File: src/rtl/io_arbiter.sv
// rtl/io_arbiter.sv - two-master round-robin arbiter and command sequencer in front of io_space
module io_arbiter #(
    parameter int RAM_DEPTH = 14
) (
    input  logic                 CLK,
    input  logic                 RESET,
    input  logic                 M0_REQ,
    input  logic                 M0_WE,
    input  logic                 M0_RE,
    input  logic                 M0_KILL,
    input  logic [RAM_DEPTH-1:0] M0_ADDR,
    input  logic [31:0]          M0_WD,
    output logic                 M0_ACK,
    output logic [31:0]          M0_RD,
    input  logic                 M1_REQ,
    input  logic                 M1_WE,
    input  logic                 M1_RE,
    input  logic [RAM_DEPTH-1:0] M1_ADDR,
    input  logic [31:0]          M1_WD,
    output logic                 M1_ACK,
    output logic [31:0]          M1_RD,
    output logic                 IO_REQ,
    output logic                 IO_DBE,
    output logic                 IO_WE,
    output logic                 IO_RE,
    output logic [RAM_DEPTH-1:0] IO_ADDR,
    output logic [31:0]          IO_WD,
    input  logic [31:0]          IO_RD,
    output logic                 BUSY
);

    typedef enum logic [1:0] {
        S_IDLE  = 2'd0,
        S_ISSUE = 2'd1,
        S_WAIT  = 2'd2
    } state_t;

    state_t                 state_q, state_d;
    logic                   last_grant_q, last_grant_d;
    logic                   winner_q, winner_d;
    logic                   cmd_we_q, cmd_we_d;
    logic                   cmd_re_q, cmd_re_d;
    logic [RAM_DEPTH-1:0]   cmd_addr_q, cmd_addr_d;
    logic [31:0]            cmd_wd_q, cmd_wd_d;
    logic                   grant;

    always_ff @(posedge CLK) begin
        if (RESET) begin
            state_q      <= S_IDLE;
            last_grant_q <= 1'b1;
            winner_q     <= 1'b0;
            cmd_we_q     <= 1'b0;
            cmd_re_q     <= 1'b0;
            cmd_addr_q   <= '0;
            cmd_wd_q     <= '0;
        end else begin
            state_q      <= state_d;
            last_grant_q <= last_grant_d;
            winner_q     <= winner_d;
            cmd_we_q     <= cmd_we_d;
            cmd_re_q     <= cmd_re_d;
            cmd_addr_q   <= cmd_addr_d;
            cmd_wd_q     <= cmd_wd_d;
        end
    end

    always_comb begin
        state_d      = state_q;
        last_grant_d = last_grant_q;
        winner_d     = winner_q;
        cmd_we_d     = cmd_we_q;
        cmd_re_d     = cmd_re_q;
        cmd_addr_d   = cmd_addr_q;
        cmd_wd_d     = cmd_wd_q;
        // On a tie the master that did not win last time gets the channel.
        grant        = (M0_REQ && M1_REQ) ? ~last_grant_q : M1_REQ;

        IO_REQ  = 1'b0;
        IO_DBE  = 1'b0;
        IO_WE   = 1'b0;
        IO_RE   = 1'b0;
        IO_ADDR = cmd_addr_q;
        IO_WD   = cmd_wd_q;
        M0_ACK  = 1'b0;
        M1_ACK  = 1'b0;
        M0_RD   = '0;
        M1_RD   = '0;
        BUSY    = (state_q != S_IDLE);

        case (state_q)
            S_IDLE: begin
                if (M0_REQ || M1_REQ) begin
                    state_d      = S_ISSUE;
                    winner_d     = grant;
                    last_grant_d = grant;
                    cmd_we_d     = grant ? M1_WE   : M0_WE;
                    cmd_re_d     = grant ? M1_RE   : M0_RE;
                    cmd_addr_d   = grant ? M1_ADDR : M0_ADDR;
                    cmd_wd_d     = grant ? M1_WD   : M0_WD;
                end
            end
            S_ISSUE: begin
                state_d = S_WAIT;
                IO_REQ  = 1'b1;
                IO_WE   = cmd_we_q;
                IO_RE   = cmd_re_q;
                // A CPU pipeline flush in this cycle cancels the access inside io_space.
                IO_DBE  = ~winner_q & M0_KILL;
            end
            S_WAIT: begin
                state_d = S_IDLE;
                if (winner_q) begin
                    M1_ACK = 1'b1;
                    M1_RD  = IO_RD;
                end else begin
                    M0_ACK = 1'b1;
                    M0_RD  = IO_RD;
                end
            end
            default: state_d = S_IDLE;
        endcase
    end

endmodule

File: config.mk
export PLATFORM = sky130hd
export DESIGN_NAME = io_arbiter
export DESIGN_NICKNAME = d
export VERILOG_FILES = /design/src/rtl/io_arbiter.sv
export SDC_FILE = /design/constraint.sdc
export NUM_CORES = 1
export LEC_CHECK = 0
export BUFFER_PORTS_ARGS = -buffer_cell sky130_fd_sc_hd__buf_4
export CORE_ASPECT_RATIO = 1.25
export CORE_MARGIN = 4
export CORE_UTILIZATION = 25
export DETAILED_ROUTE_END_ITERATION = 7
export GPL_TIMING_DRIVEN = 0
export PLACE_DENSITY = 0.62
export SYNTH_ARGS = -nofsm -noshare
export SYNTH_HDL_FRONTEND = slang
export SYNTH_SLANG_ARGS = --single-unit
File: constraint.sdc
create_clock -name CLK -period 1.35 [get_ports CLK]
set_clock_uncertainty 0.15 [all_clocks]
set_input_delay 0.27 -clock CLK [delete_from_list [all_inputs] [get_ports CLK]]
set_output_delay 0.27 -clock CLK [all_outputs]
set_load 0.05 [all_outputs]
==> run_results.csv <==
group,metric,value,unit
placed_design,hpwl,10.40,mm
setup_path,slowest_stage,"dfxtp_4",
placed_design,port_buffers,248,
synthesis,yosysTopAreaCell,"dfxtp_1",
timing,fin_tns_setup,-51.50,ns
timing,grt_setup_unrepaired,"yes",
synthesis,netlist_area,0.002800,mm2
setup_path,startpoint_type,"flip-flop",
timing,relSlewSlack,0.6230,
grt,first_global_vias,3893,
setup_path,max_stage_delay,0.37,ns
detailed_routing,vias,3852,
timing,setup_viol,121,
synthesis,synth_area_leaders,"dfxtp_1 37%, a311oi_1 15%, and2_1 15%",
floorplan,die_area,0.01297,mm2
detailed_routing,first_pass_iters,4,
timing,finalCritPeriodShare,1.409,
synthesis,synthesis.nets,499,
cts,tritoncts,"done",
layout,nets,787,
synthesis,syn_area_per_cell,7.651,um2
setup_path,crit_family,"simple AND/OR/NAND/NOR gates",
grt,grt_pass1_wl,21.19,mm
layout,finalNonFillerCells,786,
floorplan,die_h,126.3,um
timing,slew_violations,0,
setup_path,path_buf_inv,2,
pwr,total_power,5.931,mW
floorplan,core,0.01077,mm2
synthesis,yosys.area.top_type_share,0.3718,
floorplan,die_w,102.7,um
detailed_routing,drt-vias-per-instance,4.901,
grt,grt-ovfl-total,0,
layout,fillers,872,
pwr,powerDensity,894.0,mW/mm2
synthesis,ys_warn_count,0,
setup_path,required,0.93,ns
pwr,vdd_ir_drop_max,581.3,uV
timing,setup_slack,-0.5519,ns
floorplan,start_util,0.2599,
cts,clock_path_buffers,2,
placed_design,dp_cells,746,
detailed_routing,drt_wl_total,14.55,mm
setup_path,cp_cell_sequence,"and3b_2 > clkbuf_16 > and2_4 > buf_12",
synthesis,yosysSeqAreaShare,0.3718,
synthesis,ys_seq_elements,52,
layout,layout_commonest_cell,"buf_4",
grt,grt_usage,0.2080,
layout,area_growth_syn_to_layout,136.9,%
cts,clkLatencyLatePin,0.29,ns
pwr,p_leak,3.053,nW
layout,antenna_cells,0,
floorplan,io_pins,250,
synthesis,syn_inst,366,
timing,min_period,1.902,ns
setup_path,crit_type,"reg -> out",
placed_design,dp_slack,-0.4053,ns
layout,multi_input_area,0.001937,mm2
layout,layout-drive-gt1-share,0.6713,
timing,max_freq,525.8,MHz
timing,tightest_slew,0.5655,ns
detailed_routing,wl_per_cell,18.51,um
grt,grt_max_degree,16,
cts,clkTransAtPathRegs,0.07,ns
detailed_routing,dr.first_iter.drc_count,65,
layout,post-route-util,0.6158,
cts,cts_root_buffer,"clkbuf_16",
floorplan,rows,42,
detailed_routing,ant_nets,0,
worst_hold_path,hp-class,"in -> reg",
setup_path,worstPathArrival,1.48,ns
setup_path,critPathMaxFanout,10,
cts,clock_sinks,52,
layout,ff_latch_area,0.001054,mm2
cts,numCtsBuffers,5,
detailed_routing,drcViolationCount,0,
synthesis,yosys.cell_types.count,22,
grt,antenna_found_initial,0,
outcome,run_status,"finished, violations left",
timing,hold_violations,0,
outcome,violations,"setup timing",
placed_design,gp_congestion,0.7952,
cts,cts.htree.levels,2,
job,drv_cap,0,
layout,layout_common_cells,"184 x buf_4, 96 x nand2_1, 76 x buf_8",
setup_path,endpoint_kind,"output port",
[path summary, 6_finish.rpt]
check                             endpoint  cells after the start        from  slack, ns
worst max-delay path             M1_RD[30]                      4  state_q[0]      -0.55
worst max register to register    IO_WD[3]                     10  state_q[0]      -0.40
worst min register to register    IO_WD[6]                      2    IO_WD[6]       0.35
worst min-delay path            IO_ADDR[2]                      3  M0_ADDR[2]        0.1
[power by group]
part           total [mW]  switching (mW)  internal [mW]
sequential           1.84           0.127           1.72
clock                1.23           0.559          0.674
combinational        2.86            1.55           1.30
total                5.93            2.24           3.69
[tightest hold or removal path, delay by kind of cell]
kind | cells | cell delay (ns)
compound gates | 1 | 0.07
buf+inv | 1 | 0.11
simple gates | 1 | 0.04
[sequential cells by signal, summed over array words and instances, names as in the netlist]
| name | count |
|---|---|
| state_q | 2 |
| last_grant_q | 1 |
| winner_q | 1 |
| cmd_we_q | 1 |
| cmd_re_q | 1 |
| IO_ADDR | 14 |
| IO_WD | 32 |
[per-stage QoR]
stage	cell area, um2	hold slack [ns]
after floorplan	3070	0.2733
after global placement	5097	0.3545
after detailed placement	5097	0.3613
after CTS	6481	0.09194
after global routing	6634	0.09901
final	6634	0.09996
[area by class of cell]
type / instances / area share
Buffer: 34 / 0.05206
Clock buffer: 5 / 0.01886
Clock inverter: 2 / 0.001886
Inverter: 1 / 0.001697
Multi-Input combinational cell: 276 / 0.2920
Sequential cell: 52 / 0.1588
Tap cell: 132 / 0.02490
Timing Repair Buffer: 284 / 0.4498
[logic make-up after synthesis]
kind of cell           after synthesis  share of synthesized area
AO/OA/AOI/OAI                      101                     0.2507
buffers and inverters               38                    0.07060
flip-flops                          52                     0.3718
AND/OR/NAND/NOR                    175                     0.3070
[what timing repair did]
action / 4_1_cts / 5_1_grt
gates resized for setup: 235 / 26
endpoints found under the setup margin: 120 / 122
pin swaps: 63 / 11
hold buffers: 0 / 0
cloned: 11 / 0
setup buffers: 19 / 9
[Yosys cell counts]
| master | n |
|---|---|
| nor2_1 | 2 |
| buf_2 | 14 |
| dfxtp_1 | 52 |
| nand2_1 | 98 |
| o21ai_0 | 1 |
| inv_2 | 1 |
| a221o_1 | 1 |
| buf_4 | 8 |
| nor2_4 | 1 |
| a311oi_1 | 48 |
| a21bo_2 | 1 |
| and3b_1 | 2 |
| buf_1 | 1 |
| or2_1 | 1 |
| nor3b_2 | 1 |
| nor3_1 | 1 |
| a21oi_1 | 49 |
| nor2b_1 | 3 |
| buf_6 | 1 |
| clkbuf_1 | 13 |
| a21boi_2 | 1 |
| and2_1 | 66 |
[per-layer routing]
| layer | part of all wire | GRT usage | up-vias |
|---|---|---|---|
| met5 | 0 | 0 | - |
| met4 | 0.014 | 0.04788 | 0 |
| met3 | 0.083 | 0.05052 | 14 |
| met2 | 0.54 | 0.3981 | 162 |
| met1 | 0.36 | 0.2235 | 1819 |
| li1 | - | - | 1857 |
No activity file was read; power rests on OpenSTA's default activity.
